`config.mk`:
```
export PLATFORM = sky130hd
export DESIGN_NAME = riscv_encode
export DESIGN_NICKNAME = d
export VERILOG_FILES = /design/src/rtl/riscv_encode.sv
export SDC_FILE = /design/constraint.sdc
export NUM_CORES = 1
export LEC_CHECK = 0
export ABC_AREA = 0
export CORE_UTILIZATION = 42
export DETAILED_ROUTE_END_ITERATION = 8
export PLACE_DENSITY = 0.81
export SLEW_MARGIN = 20
export SYNTH_ARGS = -nofsm -noshare
export SYNTH_HDL_FRONTEND = slang
export SYNTH_SLANG_ARGS = --single-unit
```
`constraint.sdc`:
```
create_clock -name clk_in -period 2.5 [get_ports clk_in]
set_input_delay 0.5 -clock clk_in [delete_from_list [all_inputs] [get_ports clk_in]]
set_output_delay 0.5 -clock clk_in [all_outputs]
set_load 0.05 [all_outputs]
```
`src/rtl/riscv_encode.sv`:
```
// RV32I field-to-word encoder feeding the instruction-memory write port.
// Optional immediate range checking is enabled by defining RISCV_ENCODE_RANGE_CHECK_EN.
module riscv_encode #(
    parameter int unsigned IMEM_DEPTH = 4096,
    localparam int unsigned AW = $clog2(IMEM_DEPTH),
    localparam int unsigned CW = $clog2(IMEM_DEPTH + 1)
) (
    input  logic          clk_in,
    input  logic          rst_n_in,
    input  logic          clear_in,
    input  logic          req_valid_in,
    output logic          req_ready_out,
    input  logic [2:0]    fmt_in,
    input  logic [6:0]    opcode_in,
    input  logic [2:0]    funct3_in,
    input  logic [6:0]    funct7_in,
    input  logic [4:0]    rd_in,
    input  logic [4:0]    rs1_in,
    input  logic [4:0]    rs2_in,
    input  logic [31:0]   imm_in,
    output logic          imem_we_out,
    input  logic          imem_ready_in,
    output logic [AW-1:0] imem_addr_out,
    output logic [31:0]   imem_data_out,
    output logic [CW-1:0] count_out,
    output logic          full_out,
    output logic          error_out
);

    typedef enum logic [2:0] {
        FMT_R = 3'd0,
        FMT_I = 3'd1,
        FMT_S = 3'd2,
        FMT_B = 3'd3,
        FMT_U = 3'd4,
        FMT_J = 3'd5
    } fmt_e;

    fmt_e          fmt;
    logic [CW-1:0] count_q;
    logic [CW-1:0] count_nxt;
    logic          we_q;
    logic [AW-1:0] addr_q;
    logic [31:0]   data_q;
    logic          err_q;
    logic          complete;
    logic          accept;
    logic          full_pending;
    logic          is_shift;
    logic          fmt_ok;
    logic          imm_ok;
    logic [31:0]   enc_word;

    assign fmt      = fmt_e'(fmt_in);
    assign is_shift = (opcode_in == 7'b0010011) &&
                      ((funct3_in == 3'b001) || (funct3_in == 3'b101));

    // The word in flight already owns a slot, so it counts toward the depth limit.
    assign complete     = we_q && imem_ready_in;
    assign full_pending = (32'(count_q) + 32'(we_q)) >= IMEM_DEPTH;
    assign count_nxt    = count_q + CW'(complete);

    assign req_ready_out = !clear_in && !full_pending && (!we_q || imem_ready_in);
    assign accept        = req_valid_in && req_ready_out;

    always_comb begin
        enc_word = '0;
        fmt_ok   = 1'b1;
        case (fmt)
            FMT_R: enc_word = {funct7_in, rs2_in, rs1_in, funct3_in, rd_in, opcode_in};
            FMT_I: begin
                if (is_shift)
                    enc_word = {funct7_in, imm_in[4:0], rs1_in, funct3_in, rd_in, opcode_in};
                else
                    enc_word = {imm_in[11:0], rs1_in, funct3_in, rd_in, opcode_in};
            end
            FMT_S: enc_word = {imm_in[11:5], rs2_in, rs1_in, funct3_in, imm_in[4:0], opcode_in};
            FMT_B: enc_word = {imm_in[12], imm_in[10:5], rs2_in, rs1_in, funct3_in,
                               imm_in[4:1], imm_in[11], opcode_in};
            FMT_U: enc_word = {imm_in[31:12], rd_in, opcode_in};
            FMT_J: enc_word = {imm_in[20], imm_in[10:1], imm_in[11], imm_in[19:12],
                               rd_in, opcode_in};
            default: fmt_ok = 1'b0;
        endcase
    end

`ifdef RISCV_ENCODE_RANGE_CHECK_EN
    // Signed ranges are checked as "upper bits are a pure sign extension".
    always_comb begin
        imm_ok = 1'b1;
        case (fmt)
            FMT_I: imm_ok = is_shift ? (imm_in[31:5] == '0)
                                     : ((&imm_in[31:11]) || !(|imm_in[31:11]));
            FMT_S: imm_ok = (&imm_in[31:11]) || !(|imm_in[31:11]);
            FMT_B: imm_ok = ((&imm_in[31:12]) || !(|imm_in[31:12])) && !imm_in[0];
            FMT_U: imm_ok = (imm_in[11:0] == '0);
            FMT_J: imm_ok = ((&imm_in[31:20]) || !(|imm_in[31:20])) && !imm_in[0];
            default: imm_ok = 1'b1;
        endcase
    end
`else
    assign imm_ok = 1'b1;
`endif

    always_ff @(posedge clk_in or negedge rst_n_in) begin
        if (!rst_n_in) begin
            we_q    <= 1'b0;
            addr_q  <= '0;
            data_q  <= '0;
            count_q <= '0;
            err_q   <= 1'b0;
        end else if (clear_in) begin
            we_q    <= 1'b0;
            addr_q  <= '0;
            count_q <= '0;
            err_q   <= 1'b0;
        end else begin
            count_q <= count_nxt;
            if (complete)
                we_q <= 1'b0;
            if (accept) begin
                if (fmt_ok && imm_ok) begin
                    we_q   <= 1'b1;
                    addr_q <= count_nxt[AW-1:0];
                    data_q <= enc_word;
                end else begin
                    err_q <= 1'b1;
                end
            end
        end
    end

    assign imem_we_out   = we_q;
    assign imem_addr_out = addr_q;
    assign imem_data_out = data_q;
    assign count_out     = count_q;
    assign full_out      = (32'(count_q) == IMEM_DEPTH);
    assign error_out     = err_q;

endmodule

```
* Word level (Yosys, flattened, before mapping)
Cells that the tools add are included.
** Word-level totals
- Register bits :: 59
- Bits in latches :: 0
- Memory bits (writable) :: 0
- Memory bits (read-only) :: 0
- Input port bits :: 72
- Output and inout port bits :: 61
- Memories :: 0
** Operators by class
- Add/subtract/negate cells :: 2
- Multiply operators :: 0
- Divide/modulo/power cells :: 0
- Order comparisons :: 1
- Equality and inequality tests :: 10
- Shift operators :: 0
- Multiplexer cells :: 14
- Bitwise operators :: 1
- Reduce and logical (&&, ||, !) cells :: 17
** Operators with widths (count)
- 32-bit one-hot mux with 6 select lines :: 1
- 12-bit 2-to-1 mux :: 3
- 32-bit 2-to-1 mux :: 1
- 13-bit by 1-bit adder with 14-bit output :: 1
- 14-bit by 13-bit >= comparator with 1-bit output, second input constant :: 1
- 13-bit by 1-bit adder with 13-bit output :: 1
- 13-bit == test, second input constant :: 1
- 13-bit 2-to-1 mux :: 1
- 3-bit == test, second input constant :: 3
- 1-bit 2-to-1 mux :: 8
- 7-bit by 5-bit == test with 1-bit output, second input constant :: 1
- 3-bit by 1-bit == test with 1-bit output, second input constant :: 2
- 3-bit by 2-bit == test with 1-bit output, second input constant :: 2
- 6-bit OR reduction :: 1
- 1-bit logical AND :: 5
- 2-bit AND reduction :: 2
- 2-bit nonzero test :: 2
- 1-bit zero test :: 3
- 3-bit zero test :: 1
- 3-bit AND reduction :: 1
- 1-bit logical OR :: 2
- 2-bit != test, second input constant :: 1
- 1-bit NOT :: 1

* Longest topological paths before layout
Gate-level depths: netlist (run 1).
- Depth after elaboration :: 8
- Gate-level depth with buffers :: 9
- Mapped depth without buffers :: 8

* Least setup slack after synthesis (run 1)
Ideal clock, no wire load.
- Path kind :: register to output
- From :: reg count_q[9] (netlist: count_out[9])
- To :: out full_out
- Data arrival time :: 2676 ps
- Required time :: 2000 ps
- Path slack :: -676 ps
- Stages on the path, launching flop included :: 3
- Path through :: dfrtp_1 > or4_1 > nor4_1
** Between the ends
- Longest elaborated chain between the ends :: 1
** RTL lines
- from (decl) :: line 40 : logic [CW-1:0] count_q;
- from (signal assigned) :: line 118 : count_q <= count_nxt;
- 13-bit == test :: line 137 : assign full_out = (32'(count_q) == IMEM_DEPTH);
- to (decl) :: line 26 : output logic full_out,
Every way passes these cells.

* Final worst setup path (run 1)
- From :: reg we_q (netlist: imem_we_out)
- To :: out req_ready_out
** Between the ends
- Longest elaborated chain between the ends :: 5
** RTL lines
- from (decl) :: line 42 : logic we_q;
- from (signal assigned) :: line 107 : we_q <= 1'b0;
- from (signal assigned) :: line 113 : we_q <= 1'b0;
- from (signal assigned) :: line 120 : we_q <= 1'b0;
- 13-bit by 1-bit adder with 14-bit output :: line 60 : assign full_pending = (32'(count_q) + 32'(we_q)) >= IMEM_DEPTH;
- 14-bit by 13-bit >= comparator with 1-bit output :: line 60
- 1-bit zero test :: line 63 : assign req_ready_out = !clear_in && !full_pending && (!we_q || imem_ready_in);
- 1-bit logical AND :: line 63
- 1-bit logical AND (*) :: line 63
- to (decl) :: line 12 : output logic req_ready_out,
Mark *: on every way between the ends. The rest lies on a longest branch, timed or not.

==> impl_metrics.csv, run 1 <==
group,metric,value,unit
power_and_ir_drop,p_clk_frac,0.320,
route,wl_per_cell,14.9,µm
die,die_area,7400,µm²
synthesis,synth-seq-cells,59,
worst_setup_path,worstSetupEndpointType,"output pin",
final_layout,nFillCells,519,
place,dp_hpwl,6.08,mm
worst_setup_path,crit_start,"imem_we_out",
power_and_ir_drop,power,2.94,mW
grt,grt_max_degree,60,
sta,slew_headroom,0.504,
worst_setup_path,worstPathArrival,1.92,ns
worst_setup_path,max_stage_delay,0.40,ns
die,ios,133,
sta,finalHoldViolCount,0,
grt,first_global_vias,2771,
grt,antenna_found_initial,0,
synthesis,yosysWarnings,0,
final_layout,final_cells,553,
die,die-height,86.0,µm
synthesis,ys_seq_area_frac,0.498,
cts,cts.sinks,59,
power_and_ir_drop,cellInternalPower,1.95,mW
synthesis,synth_edf_count,0,
final_layout,antenna_cells,0,
power_and_ir_drop,ir_drop,0.000379,V
place,io_buffers,132,
route,firstDrtPassIters,4,
power_and_ir_drop,seqPwrFrac,0.376,
route,drt_iter0_drc,124,
cts,htree_levels,3,
status,status,"finished, final reports clean",
synthesis,synth_area_leaders,"dfrtp_1 50%, nand2_1 7.3%, nor2_1 3.5%, a22oi_1 3.0%, o21ai_0 2.9%",
worst_setup_path,crit_family,"compound AO/OA/AOI/OAI gates",
sta,fin_crit_sh,0.968,
sta,slew_viol_final,0,
sta,tns,0,ns
place,dp_cells,535,
die,fp-row-count,30,
synthesis,synth.net_count,386,
cts,cts_made_buffers,9,
place,post_dp_cell_area,4470,µm²
power_and_ir_drop,leakage,2.06,nW
synthesis,synth_area_leader_cell,"dfrtp_1",
worst_setup_path,endpoint,"req_ready_out",
synthesis,async_flop_share,1.00,
grt,grt_pass1_wl,13.4,mm
final_layout,layout-drive-gt1-share,0.103,
grt,grt-ovfl-total,0,
min_path,hold_path.class,"in -> async",
die,core_area,6790,µm²
synthesis,synth.top_cell.area_share,0.498,
route,antenna_left,0,
worst_setup_path,path_class,"reg -> out",
place,gp_congestion,0.869,
flow_run,cap_viol_max_count,0,
final_layout,multi_input_area,1420,µm²
final_layout,final_cell_mix,"129 x clkdlybuf4s50_1, 58 x nand2_1, 58 x dfrtp_1, 28 x nor2_1, 17 x o21ai_0",
route,avgViaCountPerCell,5.16,
place,place_ws,0.0664,ns
final_layout,final_common_cell,"clkdlybuf4s50_1",
sta,fin_crit,2.42,ns
synthesis,avgSynthCellArea,9.57,µm²
final_layout,stdcell_area,4720,µm²
grt,grt_usage,0.234,
worst_setup_path,cp.buffers_inverters,1,
final_layout,fin_nets,529,
worst_setup_path,r2r-start,"imem_we_out",
worst_setup_path,r2r_slack,0.44,ns
sta,max_freq,0.413,GHz
worst_setup_path,worst-path-stages,6,
power_and_ir_drop,netSwitchingPower,982,µW
final_layout,seqCellArea,1480,µm²
worst_setup_path,r2r-end,"imem_data_out[9]",
route,drc_errors,0,
worst_setup_path,crit_fanout,4,
worst_setup_path,slowest_stage,"a2111o_1",
die,die_w,86.0,µm
route,num_vias,2853,
sta,clock_skew,0.00892,ns
die,start_util,0.437,
final_layout,area_growth,59.1,%
synthesis,synthDistinctLibCells,46,
cts,clock-root-buffer,"clkbuf_8",
sta,rsz0062_at_grt,"false",
cts,hold_buffers,0,
worst_setup_path,crit_chain,"ha_2 -> ha_1 -> nand2b_1 -> a2111o_1 -> and3_4 -> buf_12",
cts,clk_latency,0.34,ns
power_and_ir_drop,combPwrFrac,0.305,
synthesis,synth_cells,310,
power_and_ir_drop,p_per_area,622,nW/µm²
cts,cts_tree,"done",
sta,finalSetupViolations,0,
cts,clock_path_buffers,2,
worst_setup_path,startpoint_type,"flip-flop",
synthesis,synth_area,2970,µm²
sta,fin_ws,0.0794,ns
sta,tightestPinTransition,0.743,ns
synthesis,synth_top_flop_cell,"dfrtp_1",
route,routed_wl,8.24,mm
worst_setup_path,worst_ep_required_time,2.00,ns
cts,path_clk_slew,0.07,ns
power_and_ir_drop,switching_share,0.335,
worst_setup_path,reg2reg_depth,8,
## cell type report
class / count / share of cell area
sequential: 59 / 0.313
clock inverter: 4 / 0.0162
clock buffer: 11 / 0.0278
tap: 96 / 0.0255
multi-input combinational: 229 / 0.301
timing repair buffer: 149 / 0.313
inverter: 5 / 0.00398
## metrics by stage
stage / hold slack (ns) / utilization
6_report: 0.301 / 0.695
5_1_grt: 0.374 / 0.695
4_1_cts: 0.337 / 0.691
3_5_place_dp: 0.462 / 0.658
3_3_place_gp: 0.461 / 0.658
2_1_floorplan: 0.204 / -
## worst register-to-register path, cell delays in order (launching register included)
cell,delay (ns)
dfrtp_1,0.39
ha_2,0.20
ha_1,0.17
nand2b_1,0.07
a2111o_1,0.40
and3_4,0.21
buf_4,0.13
nand2_1,0.20
o21ai_0,0.16
## worst min path at each step
stage	start	to	slack (ns)	cells past startpoint
2_1_floorplan	rst_n_in	count_out[0]	0.20	0
3_3_place_gp	imem_data_out[3]	imem_data_out[3]	0.46	2
3_5_place_dp	imem_data_out[5]	imem_data_out[5]	0.46	2
4_1_cts	rst_n_in	imem_data_out[18]	0.34	2
5_1_grt	rst_n_in	count_out[4]	0.37	2
6_report	rst_n_in	count_out[4]	0.30	2
## state kept, by name, summed over array words and instances (netlist names)
| register | count |
|---|---|
| count_out | 13 |
| error_out | 1 |
| imem_addr_out | 12 |
| imem_data_out | 32 |
| imem_we_out | 1 |
## cells in the mapped netlist, types with 2 or more instances
cell,number
ha_1,4
nand2b_1,2
nand2_1,58
nand4_1,4
a22oi_1,12
a21oi_1,7
and2_1,2
and3_1,3
buf_2,3
buf_6,2
clkbuf_1,10
dfrtp_1,59
mux2_2,3
nor4_1,3
nor2b_1,10
nor3b_1,2
nor2_1,28
nand3b_1,6
o21ai_0,17
mux2i_1,6
xnor2_1,5
and4_1,2
xor2_1,4
nor3b_2,5
nor3_1,4
a221oi_1,7
inv_1,5
a31oi_1,7
a21o_1,7
nand3_1,7
## kinds of logic after synthesis
kind of cell	count (synthesis)	synth area share
AO/OA/AOI/OAI	66	0.151
multiplexers	9	0.0316
XOR/XNOR	9	0.0266
flip-flops	59	0.498
adder cells (fa/ha/maj)	4	0.0169
buffers and inverters	22	0.0354
AND/OR/NAND/NOR	141	0.240
## repair_timing
item,in CTS,in global routing
resized for setup,3,2
hold endpoints to repair,0,0
endpoints found under the setup margin,1,1
gates cloned,0,0
pin swaps,0,2
buffers inserted,0,3
## per-layer routing
metal / GRT usage / part of all wire / up-vias / wire (µm)
li1: - / - / 1382 / -
met1: 0.304 / 0.42 / 1323 / 3490
met2: 0.371 / 0.49 / 135 / 4010
met3: 0.0703 / 0.073 / 13 / 604
met4: 0.0818 / 0.017 / 0 / 140
met5: 0 / 0 / - / 0
## power by group through the flow
| stage | Combinational [mW] | Sequential, mW | Clock (mW) |
|---|---|---|---|
| after CTS | 0.896 | 1.10 | 0.951 |
| after global placement | 0.885 | 1.12 | 0 |
| after global routing | 0.944 | 1.12 | 1.00 |
| after floorplan | 0.167 | 1.45 | 0 |
| final | 0.895 | 1.10 | 0.938 |
| after detailed placement | 0.893 | 1.12 | 0 |
No activity file was read; power rests on OpenSTA's default activity.
==> run 2: changes to the inputs <==
- ABC_AREA: 0 -> 1
- CORE_UTILIZATION: 42 -> 43
==> impl_metrics.csv, run 2 <==
group,metric,value,unit
sta,finalSetupViolations,0,
die,start_util,0.450,
power_and_ir_drop,p_clk_frac,0.308,
worst_setup_path,r2r_slack,0.51,ns
route,firstDrtPassIters,4,
cts,clock-root-buffer,"clkbuf_8",
route,wl_per_cell,14.1,µm
worst_setup_path,worstPathArrival,1.84,ns
cts,cts.sinks,59,
sta,fin_ws,0.161,ns
grt,grt_pass1_wl,15.1,mm
cts,clock_path_buffers,2,
route,routed_wl,9.03,mm
sta,fin_crit_sh,0.936,
final_layout,area_growth,54.0,%
sta,tightestPinTransition,0.568,ns
worst_setup_path,startpoint_type,"flip-flop",
synthesis,yosysWarnings,0,
worst_setup_path,worst_ep_required_time,2.00,ns
die,die-height,86.8,µm
power_and_ir_drop,p_per_area,613,nW/µm²
sta,hold_ws,0.153,ns
place,gp_congestion,0.913,
final_layout,largest_reg_flops,32,
die,core_area,6870,µm²
die,ios,133,
cts,cts_tree,"done",
route,drc_errors,0,
worst_setup_path,crit_start,"count_out[0]",
worst_setup_path,reg2reg_depth,9,
place,dp_hpwl,6.86,mm
final_layout,layout-drive-gt1-share,0.0733,
final_layout,final_cell_mix,"149 x nand2_1, 129 x clkdlybuf4s50_1, 59 x dfrtp_1, 47 x nand3_1, 33 x nor2_1",
final_layout,nFillCells,564,
worst_setup_path,worstSetupEndpointType,"output pin",
die,fp-row-count,30,
flow_run,cap_viol_max_count,0,
synthesis,avgSynthCellArea,7.67,µm²
grt,grt_max_degree,46,
final_layout,final_common_cell,"nand2_1",
synthesis,synth_area_leaders,"dfrtp_1 48%, nand2_1 18%, nand3_1 7.6%, nor2_1 4.1%, inv_1 3.8%",
synthesis,synth_edf_count,0,
synthesis,synth.most_common_cell,"nand2_1",
power_and_ir_drop,combPwrFrac,0.312,
worst_setup_path,endpoint,"req_ready_out",
die,die_area,7530,µm²
grt,first_global_vias,3361,
synthesis,synth_area_leader_cell,"dfrtp_1",
cts,htree_levels,3,
place,place_ws,-0.0353,ns
min_path,hold_path.class,"in -> async",
grt,grt_usage,0.263,
power_and_ir_drop,switching_share,0.340,
synthesis,async_flop_share,1.00,
worst_setup_path,r2r-end,"imem_data_out[23]",
power_and_ir_drop,cellInternalPower,1.93,mW
cts,cts_made_buffers,9,
synthesis,ys_seq_area_frac,0.478,
worst_setup_path,r2r-start,"count_out[0]",
sta,tns,0,ns
power_and_ir_drop,seqPwrFrac,0.379,
synthesis,synth_cells,403,
synthesis,ys_top_cells_by_count,"149 x nand2_1, 59 x dfrtp_1, 47 x nand3_1",
synthesis,synthDistinctLibCells,30,
synthesis,synth.top_cell.area_share,0.478,
die,die_w,86.8,µm
route,antenna_left,0,
route,avgViaCountPerCell,5.08,
final_layout,antenna_cells,0,
status,status,"finished, final reports clean",
sta,fin_crit,2.34,ns
sta,clock_skew,0.00867,ns
cts,clk_latency,0.34,ns
sta,slew_viol_final,0,
grt,antenna_found_initial,0,
sta,finalHoldViolCount,0,
power_and_ir_drop,ir_drop,0.000285,V
synthesis,synth_top_flop_cell,"dfrtp_1",
final_layout,fin_nets,617,
synthesis,synth_area,3090,µm²
synthesis,synth.net_count,479,
sta,slew_headroom,0.621,
route,drt_iter0_drc,127,
worst_setup_path,crit_fanout,4,
cts,path_clk_slew,0.06,ns
power_and_ir_drop,netSwitchingPower,994,µW
sta,max_freq,0.428,GHz
power_and_ir_drop,leakage,2.23,nW
sta,rsz0062_at_grt,"false",
grt,grt-ovfl-total,0,
route,num_vias,3263,
place,io_buffers,132,
synthesis,synth-seq-cells,59,
worst_setup_path,path_class,"reg -> out",
## run 2: cell count changes in the layout (fill, tap and decap cells not counted), sizes merged, moves of 9 or more
cell,delta
nand2,+94
nor2,+10
buf,-9
a22oi,-12
nor2b,-10
inv,+27
nand3,+39
## run 2: how the worst min path moves through the flow
stage,start,cells after the start,endpoint
after floorplan,rst_n_in,0,count_out[0]
after global placement,imem_data_out[28],2,imem_data_out[28]
after detailed placement,imem_data_out[10],2,imem_data_out[10]
after CTS,rst_n_in,1,imem_data_out[5]
after global routing,rst_n_in,1,imem_data_out[16]
final,rst_n_in,1,imem_data_out[5]
## run 2: metrics by stage
step                      cells  utilization  power (mW)  instance area [µm²]
after floorplan             403            -        1.63                 3100
after global placement      625        0.659        2.02                 4530
after detailed placement    625        0.659        2.04                 4530
after CTS                   641        0.690        2.95                 4740
after global routing        642        0.693        3.05                 4760
final                       642        0.693        2.92                 4760
## run 2: what timing repair did
| item | 4_1_cts | 5_1_grt |
|---|---|---|
| endpoints found under the hold margin | 0 | 0 |
| gates resized for setup | 0 | 3 |
| hold buffers | 0 | 0 |
| setup buffers | 0 | 1 |
| setup endpoints to repair | 0 | 2 |
## run 2: cell families after synthesis
group,share of synthesized area
flops,0.478
xor+xnor,0.00567
simple gates,0.341
buf+inv,0.0692
compound gates,0.0741
fa+ha+maj,0.0162
mux,0.0162
## run 2: routing by layer
layer | global-route usage | share of wire | wire length [µm]
met2 | 0.466 | 0.51 | 4570
met1 | 0.283 | 0.40 | 3580
met4 | 0.152 | 0.028 | 252
met5 | 0 | 0 | 0
met3 | 0.0686 | 0.070 | 628
## run 2: power by group through the flow
stage / Combinational, mW / Clock [mW] / Sequential (mW)
2_1_floorplan: 0.179 / 0 / 1.45
3_3_place_gp: 0.903 / 0 / 1.12
3_5_place_dp: 0.915 / 0 / 1.12
4_1_cts: 0.917 / 0.924 / 1.11
5_1_grt: 0.968 / 0.961 / 1.12
6_report: 0.912 / 0.900 / 1.11
## run 2: cell type report
class	count	area, µm²	share of cell area
Sequential cell	59	1480	0.310
Multi-Input combinational cell	299	1420	0.299
Timing Repair Buffer	140	1410	0.296
Clock buffer	12	165	0.0347
Inverter	32	120	0.0252
Tap cell	96	120	0.0252
Clock inverter	4	47.5	0.00999
## run 2: critical path, cell delays in order (launching register included)
cell and delay [ns]:
dfrtp_1 0.45, ha_4 0.18, ha_1 0.14, inv_1 0.04, nor2_1 0.13, nand3_1 0.11, nand2_2 0.10, and3_1 0.22
buf_12 0.15
